## src/rtl/addsub_pkg.sv

```systemverilog
// Shared types for the digit-serial add/subtract/negate unit.
//   op_e    : operation select encoding presented on the op port
//   state_e : sequencing states of the serial engine
package addsub_pkg;

  typedef enum logic [1:0] {
    OP_ADD = 2'b00,
    OP_SUB = 2'b01,
    OP_NEG = 2'b10,
    OP_INC = 2'b11
  } op_e;

  typedef enum logic [1:0] {
    IDLE = 2'b00,
    RUN  = 2'b01,
    DONE = 2'b10
  } state_e;

endpackage

```

## src/rtl/addsub_serial_digit_adder.sv

```systemverilog
// digit_adder: combinational W-bit ripple-carry adder used for one digit per cycle.
//   x, y  : W-bit digit operands
//   cin   : carry into bit 0
//   s     : W-bit digit sum
//   cout  : carry out of bit W-1
//   c_msb : carry into bit W-1 (feeds signed overflow on the most significant digit)
module digit_adder #(
  parameter int W = 2
) (
  input  logic [W-1:0] x,
  input  logic [W-1:0] y,
  input  logic         cin,
  output logic [W-1:0] s,
  output logic         cout,
  output logic         c_msb
);

  logic [W:0] c_s;

  assign c_s[0] = cin;

  for (genvar i = 0; i < W; i++) begin : g_bit
    assign s[i]     = x[i] ^ y[i] ^ c_s[i];
    assign c_s[i+1] = (x[i] & y[i]) | (c_s[i] & (x[i] ^ y[i]));
  end

  assign cout  = c_s[W];
  assign c_msb = c_s[W-1];

endmodule

```

## src/rtl/addsub_serial.sv

```systemverilog
// addsub_serial: digit-serial two's-complement ADD / SUB / NEG / INC unit.
// An N-bit operation is processed W bits per cycle, least significant digit
// first, through one carry register; D = N/W cycles per operation.
//   clk, rst_n : clock, asynchronous active-low reset
//   start      : request, accepted on a rising edge while ready is high
//   op         : 00 ADD a+b, 01 SUB a-b, 10 NEG -a, 11 INC a+1
//   a, b       : operands, sampled only at acceptance
//   ready      : high in IDLE and DONE
//   done       : one-cycle pulse when result/flags are newly valid
//   result     : N-bit result, held until the next completion
//   cout       : carry out of bit N-1 (SUB: 1 = no borrow)
//   ovf        : signed overflow
//   zero, neg  : result == 0, result[N-1]
module addsub_serial
  import addsub_pkg::*;
#(
  parameter int N = 8,
  parameter int W = 2
) (
  input  logic         clk,
  input  logic         rst_n,
  input  logic         start,
  input  logic [1:0]   op,
  input  logic [N-1:0] a,
  input  logic [N-1:0] b,
  output logic         ready,
  output logic         done,
  output logic [N-1:0] result,
  output logic         cout,
  output logic         ovf,
  output logic         zero,
  output logic         neg
);

  localparam int D  = N / W;
  localparam int CW = (D > 1) ? $clog2(D) : 1;
  localparam logic [CW-1:0] LAST_DIGIT = CW'(D - 1);

  if ((N < 1) || (W < 1) || (W > N) || ((N % W) != 0)) begin : g_bad_param
    $error("addsub_serial: W must satisfy 1 <= W <= N and divide N");
  end

  state_e        state_r;
  logic [CW-1:0] cnt_r;
  logic [N-1:0]  x_r;
  logic [N-1:0]  y_r;
  logic          carry_r;
  logic [N-1:0]  acc_r;
  logic [N-1:0]  result_r;
  logic          cout_r;
  logic          ovf_r;
  logic          zero_r;
  logic          neg_r;
  logic          done_r;
  logic          ready_r;

  logic [N-1:0]  x_load_s;
  logic [N-1:0]  y_load_s;
  logic          c_load_s;
  logic [W-1:0]  dsum_s;
  logic          dcout_s;
  logic          dmsb_s;
  logic [N-1:0]  acc_next_s;

  // Map the requested operation onto X + Y + carry-in.
  always_comb begin
    x_load_s = a;
    y_load_s = b;
    c_load_s = 1'b0;
    case (op_e'(op))
      OP_ADD: begin
        x_load_s = a;
        y_load_s = b;
        c_load_s = 1'b0;
      end
      OP_SUB: begin
        x_load_s = a;
        y_load_s = ~b;
        c_load_s = 1'b1;
      end
      OP_NEG: begin
        x_load_s = {N{1'b0}};
        y_load_s = ~a;
        c_load_s = 1'b1;
      end
      OP_INC: begin
        x_load_s = a;
        y_load_s = {N{1'b0}};
        c_load_s = 1'b1;
      end
      default: begin
        x_load_s = a;
        y_load_s = b;
        c_load_s = 1'b0;
      end
    endcase
  end

  digit_adder #(.W(W)) u_digit (
    .x     (x_r[W-1:0]),
    .y     (y_r[W-1:0]),
    .cin   (carry_r),
    .s     (dsum_s),
    .cout  (dcout_s),
    .c_msb (dmsb_s)
  );

  // New digits enter at the MSB side so the final digit lands the word in place.
  if (D == 1) begin : g_acc_single
    assign acc_next_s = dsum_s;
  end else begin : g_acc_multi
    assign acc_next_s = {dsum_s, acc_r[N-1:W]};
  end

  // Sequencer, operand/result shift registers and registered outputs.
  always_ff @(posedge clk or negedge rst_n) begin
    if (!rst_n) begin
      state_r  <= IDLE;
      cnt_r    <= {CW{1'b0}};
      x_r      <= {N{1'b0}};
      y_r      <= {N{1'b0}};
      carry_r  <= 1'b0;
      acc_r    <= {N{1'b0}};
      result_r <= {N{1'b0}};
      cout_r   <= 1'b0;
      ovf_r    <= 1'b0;
      zero_r   <= 1'b0;
      neg_r    <= 1'b0;
      done_r   <= 1'b0;
      ready_r  <= 1'b1;
    end else begin
      done_r <= 1'b0;
      case (state_r)
        IDLE, DONE: begin
          if (start) begin
            x_r     <= x_load_s;
            y_r     <= y_load_s;
            carry_r <= c_load_s;
            cnt_r   <= {CW{1'b0}};
            state_r <= RUN;
            ready_r <= 1'b0;
          end else begin
            state_r <= IDLE;
            ready_r <= 1'b1;
          end
        end
        RUN: begin
          x_r     <= x_r >> W;
          y_r     <= y_r >> W;
          carry_r <= dcout_s;
          acc_r   <= acc_next_s;
          cnt_r   <= cnt_r + CW'(1'b1);
          if (cnt_r == LAST_DIGIT) begin
            // Final digit: its carries are those of bit N-1.
            result_r <= acc_next_s;
            cout_r   <= dcout_s;
            ovf_r    <= dmsb_s ^ dcout_s;
            zero_r   <= (acc_next_s == {N{1'b0}});
            neg_r    <= acc_next_s[N-1];
            done_r   <= 1'b1;
            ready_r  <= 1'b1;
            state_r  <= DONE;
          end else begin
            state_r <= RUN;
            ready_r <= 1'b0;
          end
        end
        default: begin
          state_r <= IDLE;
          ready_r <= 1'b1;
        end
      endcase
    end
  end

  assign ready  = ready_r;
  assign done   = done_r;
  assign result = result_r;
  assign cout   = cout_r;
  assign ovf    = ovf_r;
  assign zero   = zero_r;
  assign neg    = neg_r;

endmodule
```

## config.mk

```make
export PLATFORM = sky130hd
export DESIGN_NAME = addsub_serial
export DESIGN_NICKNAME = d
export VERILOG_FILES = /design/src/rtl/addsub_pkg.sv /design/src/rtl/addsub_serial_digit_adder.sv /design/src/rtl/addsub_serial.sv
export SDC_FILE = /design/constraint.sdc
export NUM_CORES = 1
export LEC_CHECK = 0
export ABC_AREA = 1
export CORE_AREA = 10 10 117 77
export DETAILED_ROUTE_END_ITERATION = 10
export DIE_AREA = 0 0 127 87
export GPL_ROUTABILITY_DRIVEN = 0
export SYNTH_ARGS = -nofsm -noshare
export SYNTH_HDL_FRONTEND = slang
export SYNTH_SLANG_ARGS = --single-unit
```

## constraint.sdc

```tcl
create_clock -name clk -period 4.6 [get_ports clk]
set_input_delay 0.46 -clock clk [delete_from_list [all_inputs] [get_ports clk]]
set_output_delay 0.46 -clock clk [all_outputs]
set_load 0.02 [all_outputs]
```

# Yosys cells after proc, flatten, opt, wreduce, memory -nomap -nowiden
# Index checks and enable logic that the tools add are counted.
[word_totals]
word_cells = 61
in_bits = 21
output_inout_bits = 14
ff_bits = 43
[classes]
add_sub_neg = 1
n_eq_ne = 7
n_reduce_logical = 9
n_bitwise = 13
mux = 18
[op_table]
columns = ["op", "n"]
rows = [
  ["$pmux W8 S2", 3],
  ["$pmux W8 S4", 1],
  ["$mux W8", 2],
  ["$not A8 Y8", 2],
  ["$eq A2 B2 Y1 const B", 4],
  ["$logic_not A8 Y1", 1],
  ["$pmux W2 S2", 2],
  ["$pmux W1 S2", 3],
  ["$reduce_or A3 Y1", 2],
  ["$mux W1", 5],
  ["$xor A1 B1 Y1", 5],
  ["$and A1 B1 Y1", 4],
  ["$eq A2 B1 Y1 const B", 2],
  ["$logic_not A2 Y1", 2],
  ["$mux W2", 2],
  ["$reduce_and A2 Y1", 2],
  ["$add A2 B1 Y2 const B", 1],
  ["$ne A2 B2 Y1 const B", 1],
  ["$or A1 B1 Y1", 2],
  ["$reduce_bool A2 Y1", 1],
  ["$reduce_or A2 Y1", 1],
]

# Logic depth before layout (Yosys ltp)
# Gate-level depths: netlist of run 1.
[logic_depth]
depth_word = 6
depth_mapped = 8
depth_no_buf = 7

# Hierarchy
# A second synthesis of run 1 with hierarchy kept.
[unflattened]
cells_unflattened = 234
hier_area_um2 = 1926.8
[modules_own_cells]
columns = ["mod", "cells_per_inst", "seq_area_each_um2", "n_inst", "area_per_inst_um2"]
rows = [
  ["addsub_serial", 232, 977.2, 1, 1886.8],
  ["digit_adder", 2, 0.0, 1, 40.0],
]

# Least setup slack after synthesis of run 1
# No wires, ideal clock.
[synth_path]
kind = "register -> register"
from = "register carry_r"
to = "register zero_r (netlist: zero)"
setup_ns = 0.065
required_time_ns = 4.535
arrival_ns = 1.689
stages_incl_launch_ff = 8
path_buffers = 0
synth_period_minus_slack_ns = 1.753
path_slack_ns = 2.847
path_cell_list = "dfrtp_1 > inv_1 > fa_1 > fa_1 > nand2_1 > nor3_1 > nand4_1 > nand2_1"
[synth_between]
elab_chain_len = 4
word_cells_on_any_way = 5
cone_classes = "bitwise: 4; reduce/logical: 1"
[synth_lines]
columns = ["item", "line_no", "rtl"]
rows = [
  ["start: declaration", "addsub_serial.sv:47", "logic carry_r;"],
  ["start signal: assignment", "addsub_serial.sv:138", "carry_r <= c_load_s;"],
  ["start signal: assignment", "addsub_serial.sv:150", "carry_r <= dcout_s;"],
  ["$and A1 B1 Y1", "addsub_serial_digit_adder.sv:24", "assign c_s[i+1] = (x[i] & y[i]) | (c_s[i] & (x[i] ^ y[i]));"],
  ["$or A1 B1 Y1", "addsub_serial_digit_adder.sv:24", ""],
  ["$xor A1 B1 Y1", "addsub_serial_digit_adder.sv:23", "assign s[i] = x[i] ^ y[i] ^ c_s[i];"],
  ["$logic_not A8 Y1 (*)", "addsub_serial.sv:158", "zero_r <= (acc_next_s == {N{1'b0}});"],
  ["end signal: assignment", "addsub_serial.sv:158", ""],
  ["end: declaration", "addsub_serial.sv:52", "logic zero_r;"],
]
# Every way passes the cells marked *; elsewhere a longest branch is shown, timed or not.
# A chain may end at the register's enable or synchronous reset.

# Final worst setup path of run 1
# Same ends and word-level chain as after synthesis.

==> results by group, run 1 <==
Critical path
  – Worst path slowest cell: fa_1
  – Crit. End Element: flip-flop
  – Crit path DAT: 2.12 ns
  – CP startpoint kind: flip-flop
  – CP cell instances: inv_1, fa_1, fa_1, nand2_1, nor3_1, nand4_1, nand2_1
  – CP Class: flip-flop to flip-flop
  – CP Max Fanout: 3
  – Top delay family on crit path: adder cells
  – WP data required: 4.82 ns
  – Max incr delay on CP: 0.57 ns
  – WP buf/inv: 1

Global route
  – Largest net degree at the start of global routing: 40
  – Via count of the first global-routing pass: 1534
  – Total gr overflow: 0
  – Total track usage: 8.37%
  – Initial antenna violation count: 0
  – First-pass GRT wire length: 7560 um

Pwr
  – Flop pwr share: 33.1%
  – PwrDens: 703 nW/um2
  – NetSw: 665 uW
  – Clk pwr share: 25.1%
  – Lkg Pwr: 0.00119 uW
  – Logic pwr share: 41.8%
  – Internal power: 1100 uW
  – Maximum VDD drop: 0.000226 V
  – Sw frac: 37.7%

Final layout
  – Layout cells sized above 1: 10.2%
  – Antenna cells: 0
  – Layout overhead on the synthesized area: 29.4%
  – Final #Nets: 287

Drt
  – Via Count: 1540
  – Drt wl/cell: 12.4 um
  – Router iterations before antenna repair: 4
  – Final wirelength: 4420 um
  – Initial DRC count: 108
  – Post-route ant nets: 0
  – DRC: 0
  – Vias per cell: 4.34

Clock tree
  – CTS Root Cell: clkbuf_16
  – Post-CTS Setup Repair Bufs: 0
  – Total CTS buffers: 5
  – TritonCTS clock tree: built
  – Worst-path clk slew: 0.06 ns
  – Clk_lat worst skew: 0.29 ns
  – Hold buffer count at CTS: 0
  – Post-CTS Resized: 0
  – Deepest clock path buffer count: 2
  – Clock sinks: 39
  – H-tree depth: 2

Synthesis
  – Mean Syn Cell Area: 8.39 um2
  – EDFF count, synth: 0
  – Ys async rst share: 100%
  – Share of the synthesized area in the top cell type: 49.1%
  – Unique masters post-synth: 27
  – Area contributors post-synth: dfrtp_1 (49%), nand2_1 (16%), inv_1 (4.5%)
  – #FFs+latches synth: 39
  – Cell Area, Synth: 1940 um2
  – Register area share after synthesis: 50.4%
  – Net Count, Synth: 255
  – Most frequent cell after synthesis: nand2_1
  – Synth cell count leaders: nand2_1 (82), dfrtp_1 (38), inv_1 (23), nor2_1 (13), o21ai_0 (10)
  – Largest area contributor in the netlist: dfrtp_1
  – Synth warnings: 0
  – Post-synthesis instance total: 231
  – Main flop type after synthesis: dfrtp_1

Worst hold path
  – Min-delay worst type: primary input to asynchronous set/reset pin

Floorplan
  – Core Box Area: 6970 um2
  – FP Rows: 24
  – Die height: 87 um
  – Die Area: 11000 um2
  – Width of the die: 127 um
  – Initial Utilization: 27.8%
  – Num ports: 35

Timing
  – Final min period: 1.90 ns
  – Pin slew with the least headroom to its limit: 0.852 ns
  – Worst Skew: 0.00826 ns
  – Hold Fails Final Rpt: 0
  – Setup_tns: 0 ns
  – Rel. slew slack: 43.2%
  – Unrepaired setup endpoints after global routing: false
  – Hold_ws: 0.281 ns
  – Final setup fails: 0
  – Crit share post-route: 41.4%
  – Peak Freq: 0.526 GHz
  – Max Slew Vio Count: 0

Flow run
  – Max-cap violations: 0

Place
  – Buffers on Ports: 34
  – Post-DP HPWL: 3270 um

Outcome
  – Status: finished clean
area by class of cell:
class	instances	area, um2
flip-flops and latches	39	977
well taps	91	114
clock inverters	2	60.1
multi-input cells	156	790
repair buffers	34	335
fillers	733	4460
inverters	27	104
clock buffers	6	129
path summary, 6_finish.rpt:
path                          from          to  slack, ns  depth (start not counted)
max in group asynchronous    rst_n  state_r[0]       3.78                          1
min in group clk            x_r[7]      x_r[7]       0.47                          2
max reg2reg                carry_r        zero       2.70                          7
min reg2reg                 x_r[7]      x_r[7]       0.47                          2
max                        carry_r        zero       2.70                          7
min                          rst_n   result[5]       0.28                          1
cell usage in the layout, fill, tap and decap left out, drive strengths merged, types with 6 or more instances in the layout:
| master | count |
|---|---|
| dfrtp | 38 |
| nor2 | 16 |
| nand3b | 6 |
| inv | 27 |
| clkbuf | 6 |
| o21ai | 24 |
| nand2 | 85 |
| o211ai | 9 |
| clkdlybuf4s50 | 33 |
| nand3 | 8 |
worst register-to-register path: cells and delay by family, from the launching register on:
kind	cells	cell delay [ns]
buffers and inverters	1	0.06
flip-flops	1	0.35
adder cells (fa/ha/maj)	2	1.04
AND/OR/NAND/NOR	4	0.40
registers in the layout (all words and copies together), names as in the netlist:
name     flops
cnt_r        2
x_r          8
state_r      1
carry_r      1
ready        1
y_r          8
done         1
zero         1
acc_r        6
cout         1
result       8
ovf          1
per-stage QoR:
step | worst slack, ns | area [um2] | power, uW | instances | utilization, %
floorplan | 2.85 | 1940 | 1130 | 231 | -
global placement | 2.69 | 2320 | 1320 | 347 | 33.3
detailed placement | 2.61 | 2320 | 1340 | 347 | 33.3
CTS | 2.68 | 2510 | 1790 | 355 | 36.0
global route | 2.50 | 2510 | 1910 | 355 | 36.0
finish | 2.70 | 2510 | 1760 | 355 | 36.0
per-layer routing:
layer  global-route usage, %  vias up  share of wire (%)
li1                        -      794                  -
met1                    11.2      706                 52
met2                    11.3       32                 39
met3                    3.65        8                6.7
met4                    3.50        0                1.6
met5                       0        -                  0
power groups by stage:
stage          registers (uW)  clock network (uW)  logic, uW
2_1_floorplan             629                   0        497
6_report                  583                 443        737
4_1_cts                   585                 456        752
5_1_grt                   602                 464        845
3_5_place_dp              587                   0        749
3_3_place_gp              585                   0        735
cell families after synthesis:
logic type	count (synthesis)	synth area share [%]
and+or+nand+nor	118	26.1
adders and majority gates	3	2.71
buffers and inverters	36	8.84
xor gates and xnor gates	1	0.452
DFF	39	50.4
AOI/OAI and AO/OA	34	11.5
(Power assumes the default switching activity.)
==> inputs of run 2 (changes only) <==
Clock period 4.6 ns to 1.9 ns, I/O delays scaled along.
==> run 2 against run 1 <==
  * Combinational power up 150%
  * Wire length up 0.79%
  * Die area unchanged
  * Count of clock-buffer cells in the layout up 2
  * Register-to-register slack worse by 2.6 ns
  * Sequential power up 140%
  * Critical path depth unchanged
  * Critical path type unchanged
  * Largest cell class unchanged
  * Largest power group unchanged
==> results by group, run 2 (same netlist as run 1, synthesis figures left out) <==
Final layout
  – Util after Layout: 35.9% (-0.11 points)
  – Final Instance Count excl. Fillers: 359 (+1.1%)
  – Antenna cells: 0 (unchanged)
  – Final #Nets: 291 (+1.4%)
  – Commonest non-fill, non-tap cell in the layout: nand2_1
  – Commonest cells after routing, fill and taps aside: nand2_1 (82), dfrtp_1 (38), clkdlybuf4s50_1 (33)
  – Fillers: 736 (+0.41%)
  – Layout overhead on the synthesized area: 29.1%
  – Layout cells sized above 1: 10.4% (+0.22 points)

Place
  – Buffers on Ports: 34 (unchanged)
  – Placed cells: 350 (+0.86%)
  – Pre-CTS WS: 0.124 ns (-2.49 ns)
  – Post-DP HPWL: 3360 um (+2.6%)

Timing
  – Hold Fails Final Rpt: 0 (unchanged)
  – Unrepaired setup endpoints after global routing: false
  – Final WS setup: 0.120 ns (-2.58 ns)
  – Final min period: 1.78 ns (-0.123 ns)
  – Worst Skew: 0.00657 ns (-0.00170 ns)
  – Crit share post-route: 93.7% (+52 points)
  – Peak Freq: 0.562 GHz (+6.9%)
  – Pin slew with the least headroom to its limit: 0.526 ns (-0.326 ns)
  – Rel. slew slack: 65.0% (+22 points)
  – Final setup fails: 0 (unchanged)
  – Max Slew Vio Count: 0 (unchanged)
  – Setup_tns: 0 ns (unchanged)

Drt
  – Router iterations before antenna repair: 4 (unchanged)
  – Via Count: 1539 (-0.065%)
  – DRC: 0 (unchanged)
  – Initial DRC count: 117 (+8.3%)
  – Post-route ant nets: 0 (unchanged)
  – Drt wl/cell: 12.4 um (-0.33%)
  – Final wirelength: 4450 um (+0.79%)
  – Vias per cell: 4.29 (-1.2%)

Critical path
  – CP startpoint kind: flip-flop
  – CP Max Fanout: 2 (-1)
  – Origin of the critical flop-to-flop path: carry_r
  – RR Endpoint: zero
  – CP Class: flip-flop to flip-flop
  – WP data required: 2.12 ns (-2.70 ns)
  – FF-to-FF path depth: 7 (unchanged)
  – Crit. End Element: flip-flop
  – Crit path DAT: 2.00 ns (-0.12 ns)
  – R2r setup slk: 0.12 ns (-2.58 ns)

Pwr
  – Logic pwr share: 45.2% (+3.4 points)
  – Clk pwr share: 19.6% (-5.5 points)
  – PwrDens: 1610 nW/um2 (+130%)
  – Flop pwr share: 35.2% (+2.1 points)
  – Lkg Pwr: 0.00118 uW (-0.23%)
  – Sw frac: 39.8% (+2.0 points)
  – Maximum VDD drop: 0.000625 V (+180%)
  – NetSw: 1600 uW (+140%)
  – Internal power: 2430 uW (+120%)

Floorplan
  – Initial Utilization: 27.8% (unchanged)
  – Width of the die: 127 um (unchanged)
  – Die height: 87 um (unchanged)
  – Core Box Area: 6970 um2 (unchanged)
  – FP Rows: 24 (unchanged)
  – Num ports: 35 (unchanged)
  – Die Area: 11000 um2 (unchanged)

Clock tree
  – Clock sinks: 39 (unchanged)
  – H-tree depth: 2 (unchanged)
  – CTS Root Cell: clkbuf_16
  – Worst-path clk slew: 0.06 ns (about the same)
  – Total CTS buffers: 5 (unchanged)
  – Post-CTS Setup Repair Bufs: 0 (unchanged)
  – TritonCTS clock tree: built
  – Deepest clock path buffer count: 2 (unchanged)
  – Clk_lat worst skew: 0.28 ns (about the same)

Global route
  – Largest net degree at the start of global routing: 27 (-33%)
  – Initial antenna violation count: 0 (unchanged)
  – First-pass GRT wire length: 7870 um (+4.0%)
  – Total track usage: 8.59% (+0.21 points)
  – Via count of the first global-routing pass: 1634 (+6.5%)
  – Total gr overflow: 0 (unchanged)

Outcome
  – Status: finished clean

Flow run
  – Max-cap violations: 0 (unchanged)

Worst hold path
  – Min-delay worst type: primary input to asynchronous set/reset pin
[run 2: cell types whose count changed in the layout (fill, tap and decap cells not counted)]
cell,change
dlygate4sd3_1,+1
buf_12,+1
clkbuf_1,+2
buf_4,+2
bufinv_16,-2
[run 2: stage by stage]
step | hold slack, ns | total power [uW] | area (um2)
after floorplan | -0.106 | 2730 | 1940
final | 0.423 | 4030 | 2500
after global placement | 0.194 | 3240 | 2350
after CTS | 0.441 | 4100 | 2500
after global routing | 0.483 | 4410 | 2500
after detailed placement | 0.198 | 3280 | 2350
[run 2: per-layer routing]
layer  global-route usage [%]  vias up  wire, um  part of all wire, %
met5                        0        -         0                    0
met4                     2.37        0        35                 0.79
met3                     3.53        5       302                  6.8
met2                     12.2       23      1860                   42
met1                     11.6      711      2260                   51
li1                         -      800         -                    -
[run 2: layout make-up]
class | count | area (um2) | share of cell area (%)
clock buffers | 8 | 136 | 5.45
inverters | 27 | 104 | 4.15
multi-input cells | 156 | 790 | 31.6
flip-flops and latches | 39 | 977 | 39.1
well taps | 91 | 114 | 4.55
repair buffers | 38 | 380 | 15.2
[run 2: how the worst max path moves through the flow]
stage | from | end | slack (ns) | cells past startpoint
floorplan | carry_r | zero | 0.15 | 7
global placement | carry_r | zero | 0.13 | 7
detailed placement | carry_r | zero | 0.12 | 7
CTS | carry_r | zero | 0.12 | 7
global route | carry_r | zero | 0.02 | 7
finish | carry_r | zero | 0.12 | 7
[run 2: power groups by stage]
| stage | Clock, uW | Combinational [uW] | Sequential, uW |
|---|---|---|---|
| 2_1_floorplan | 0 | 1200 | 1520 |
| 6_report | 790 | 1820 | 1420 |
| 5_1_grt | 856 | 2080 | 1470 |
| 3_5_place_dp | 0 | 1850 | 1430 |
| 4_1_cts | 815 | 1860 | 1420 |
| 3_3_place_gp | 0 | 1820 | 1420 |
[run 2: repair_timing]
action / 4_1_cts / 5_1_grt
hold buffers: 1 / 0
hold endpoints to repair: 20 / 0
endpoints found under the setup margin: 0 / 0
resized for setup: 0 / 0
[run 2: critical path: stages (launching register included)]
cell and delay [ns]:
dfrtp_1 0.34, inv_1 0.06, fa_1 0.46, fa_1 0.52, nand2_1 0.06, nor3_1 0.13, nand4_1 0.09, nand2_1 0.06
==> inputs of run 3 (changes only) <==
Settings changed: CORE_AREA 10 10 117 77 to 2 2 84 54, DIE_AREA 0 0 127 87 to 0 0 86 56, PLACE_DENSITY from default to 0.74.
==> run 3 against run 2 <==
  * Sequential power hardly changed
  * Combinational power hardly changed
  * Flip-flop and latch count stayed put
  * Clock skew hardly changed
  * Core utilization is 24 points higher
  * Critical path type unchanged
  * Largest cell class unchanged
==> results by group, run 3 (same netlist as run 1, synthesis figures left out) <==
Critical path
  – FF-to-FF path depth: 7 (unchanged)
  – Top delay family on crit path: adder cells
  – Worst path slowest cell: fa_2
  – CP startpoint kind: flip-flop
  – R2r setup slk: 0.11 ns (about the same)
  – CP cell instances: inv_1, fa_2, fa_2, nand2_1, nor3_1, nand4_1, nand2_1
  – Max incr delay on CP: 0.58 ns (+0.06 ns)
  – WP buf/inv: 1 (unchanged)
  – Critical Path Stages: 7 (unchanged)
  – Crit. End Element: flip-flop
  – CP Max Fanout: 3 (+1)
  – WP data required: 2.13 ns (about the same)
  – CP Class: flip-flop to flip-flop
  – Crit path DAT: 2.02 ns (+0.02 ns)

Pwr
  – PwrDens: 1580 nW/um2 (-2.1%)
  – Lkg Pwr: 0.00115 uW (-2.4%)
  – Maximum VDD drop: 0.000909 V (+45%)

Timing
  – Setup_tns: 0 ns (unchanged)
  – Hold Fails Final Rpt: 0 (unchanged)
  – Final min period: 1.79 ns (+0.00847 ns)
  – Max Slew Vio Count: 0 (unchanged)
  – Crit share post-route: 94.1% (+0.45 points)
  – Worst Skew: 0.00678 ns (+0.000209 ns)
  – Peak Freq: 0.559 GHz (-0.47%)
  – Rel. slew slack: 68.3% (+3.3 points)
  – Final WS setup: 0.111 ns (-0.00847 ns)
  – Final setup fails: 0 (unchanged)
  – Pin slew with the least headroom to its limit: 0.475 ns (-0.0502 ns)
  – Unrepaired setup endpoints after global routing: false

Drt
  – Final wirelength: 3730 um (-16%)
  – Drt wl/cell: 11.8 um (-4.7%)
  – Initial DRC count: 117 (unchanged)
  – Via Count: 1535 (-0.26%)
  – DRC: 0 (unchanged)
  – Post-route ant nets: 0 (unchanged)
  – Vias per cell: 4.86 (+13%)
  – Router iterations before antenna repair: 4 (unchanged)

Floorplan
  – Width of the die: 86 um (-32%)
  – Die Area: 4820 um2 (-56%)
  – Core Box Area: 3990 um2 (-43%)
  – Num ports: 35 (unchanged)
  – Initial Utilization: 48.6% (+21 points)
  – Die height: 56 um (-36%)
  – FP Rows: 18 (-25%)

Clock tree
  – Clock sinks: 39 (unchanged)
  – Deepest clock path buffer count: 2 (unchanged)
  – CTS Root Cell: clkbuf_8
  – Clk_lat worst skew: 0.29 ns (about the same)
  – Post-CTS Setup Repair Bufs: 0 (unchanged)
  – Worst-path clk slew: 0.07 ns (about the same)
  – TritonCTS clock tree: built
  – Total CTS buffers: 5 (unchanged)
  – H-tree depth: 2 (unchanged)

Global route
  – First-pass GRT wire length: 6590 um (-16%)
  – Total gr overflow: 0 (unchanged)
  – Via count of the first global-routing pass: 1394 (-15%)
  – Total track usage: 17.4% (+8.8 points)
  – Initial antenna violation count: 0 (unchanged)
  – Largest net degree at the start of global routing: 40 (+48%)

Place
  – Buffers on Ports: 34 (unchanged)
  – Placed cells: 308 (-12%)
  – Pre-CTS WS: 0.0479 ns (-0.0759 ns)
  – Post-DP HPWL: 2700 um (-20%)

Final layout
  – Layout overhead on the synthesized area: 23.1%
  – Final #Nets: 290 (-0.34%)
  – Layout cells sized above 1: 11.7% (+1.2 points)
  – Multi-input logic area: 795 um2 (+0.63%)
  – Fillers: 386 (-48%)
  – Commonest non-fill, non-tap cell in the layout: nand2_1
  – Antenna cells: 0 (unchanged)
  – Commonest cells after routing, fill and taps aside: nand2_1 (82), dfrtp_1 (38), clkdlybuf4s50_1 (33)
  – Register Area: 977 um2 (unchanged)
  – Final Instance Count excl. Fillers: 316 (-12%)

Outcome
  – Status: finished clean

Worst hold path
  – Min-delay worst type: primary input to asynchronous set/reset pin

Flow run
  – Max-cap violations: 0 (unchanged)
-- run 3: area by class of cell --
class,count,area share [%]
flip-flops and latches,39,41.0
multi-input cells,156,33.3
repair buffers,37,15.1
inverters,27,4.35
clock buffers,6,3.46
well taps,50,2.62
clock inverters,1,0.210
-- run 3: stage by stage --
step                cell area [um2]  hold WS (ns)  total power, uW  utilization (%)
floorplan                      1940        -0.106             2730                -
global placement               2280         0.269             3160             57.3
detailed placement             2280         0.268             3210             57.3
CTS                            2380         0.476             3780             59.7
global route                   2390         0.505             4110             59.9
finish                         2390         0.469             3760             59.9
-- run 3: metal layers --
| metal | GRT usage, % | vias up | share of wire, % |
|---|---|---|---|
| met5 | 0 | - | 0 |
| met4 | 5.44 | 0 | 0.62 |
| met3 | 4.90 | 2 | 5.0 |
| met2 | 22.9 | 42 | 40 |
| met1 | 27.1 | 699 | 54 |
| li1 | - | 792 | - |
-- run 3: what timing repair did --
action,4_1_cts,5_1_grt
gates resized for setup,0,2
hold buffers,1,0
endpoints found under the hold margin,38,0
setup endpoints to repair,0,1
-- run 3: path summary, 6_finish.rpt --
kind | start | end
setup / recovery | carry_r | zero
hold / removal | rst_n | result[4]
setup reg to reg | carry_r | zero
hold reg to reg | x_r[7] | x_r[7]
max in group asynchronous | rst_n | ready
min in group clk | x_r[7] | x_r[7]
-- run 3: power by group --
group	internal, uW	switching (uW)
combinational	723	1080
sequential	1200	203
clock	284	268
-- run 3: worst register-to-register path, cell delays in order, from the launching register on --
cell	delay (ns)
dfrtp_1	0.34
inv_1	0.06
fa_2	0.41
fa_2	0.58
nand2_1	0.06
nor3_1	0.12
nand4_1	0.09
nand2_1	0.06
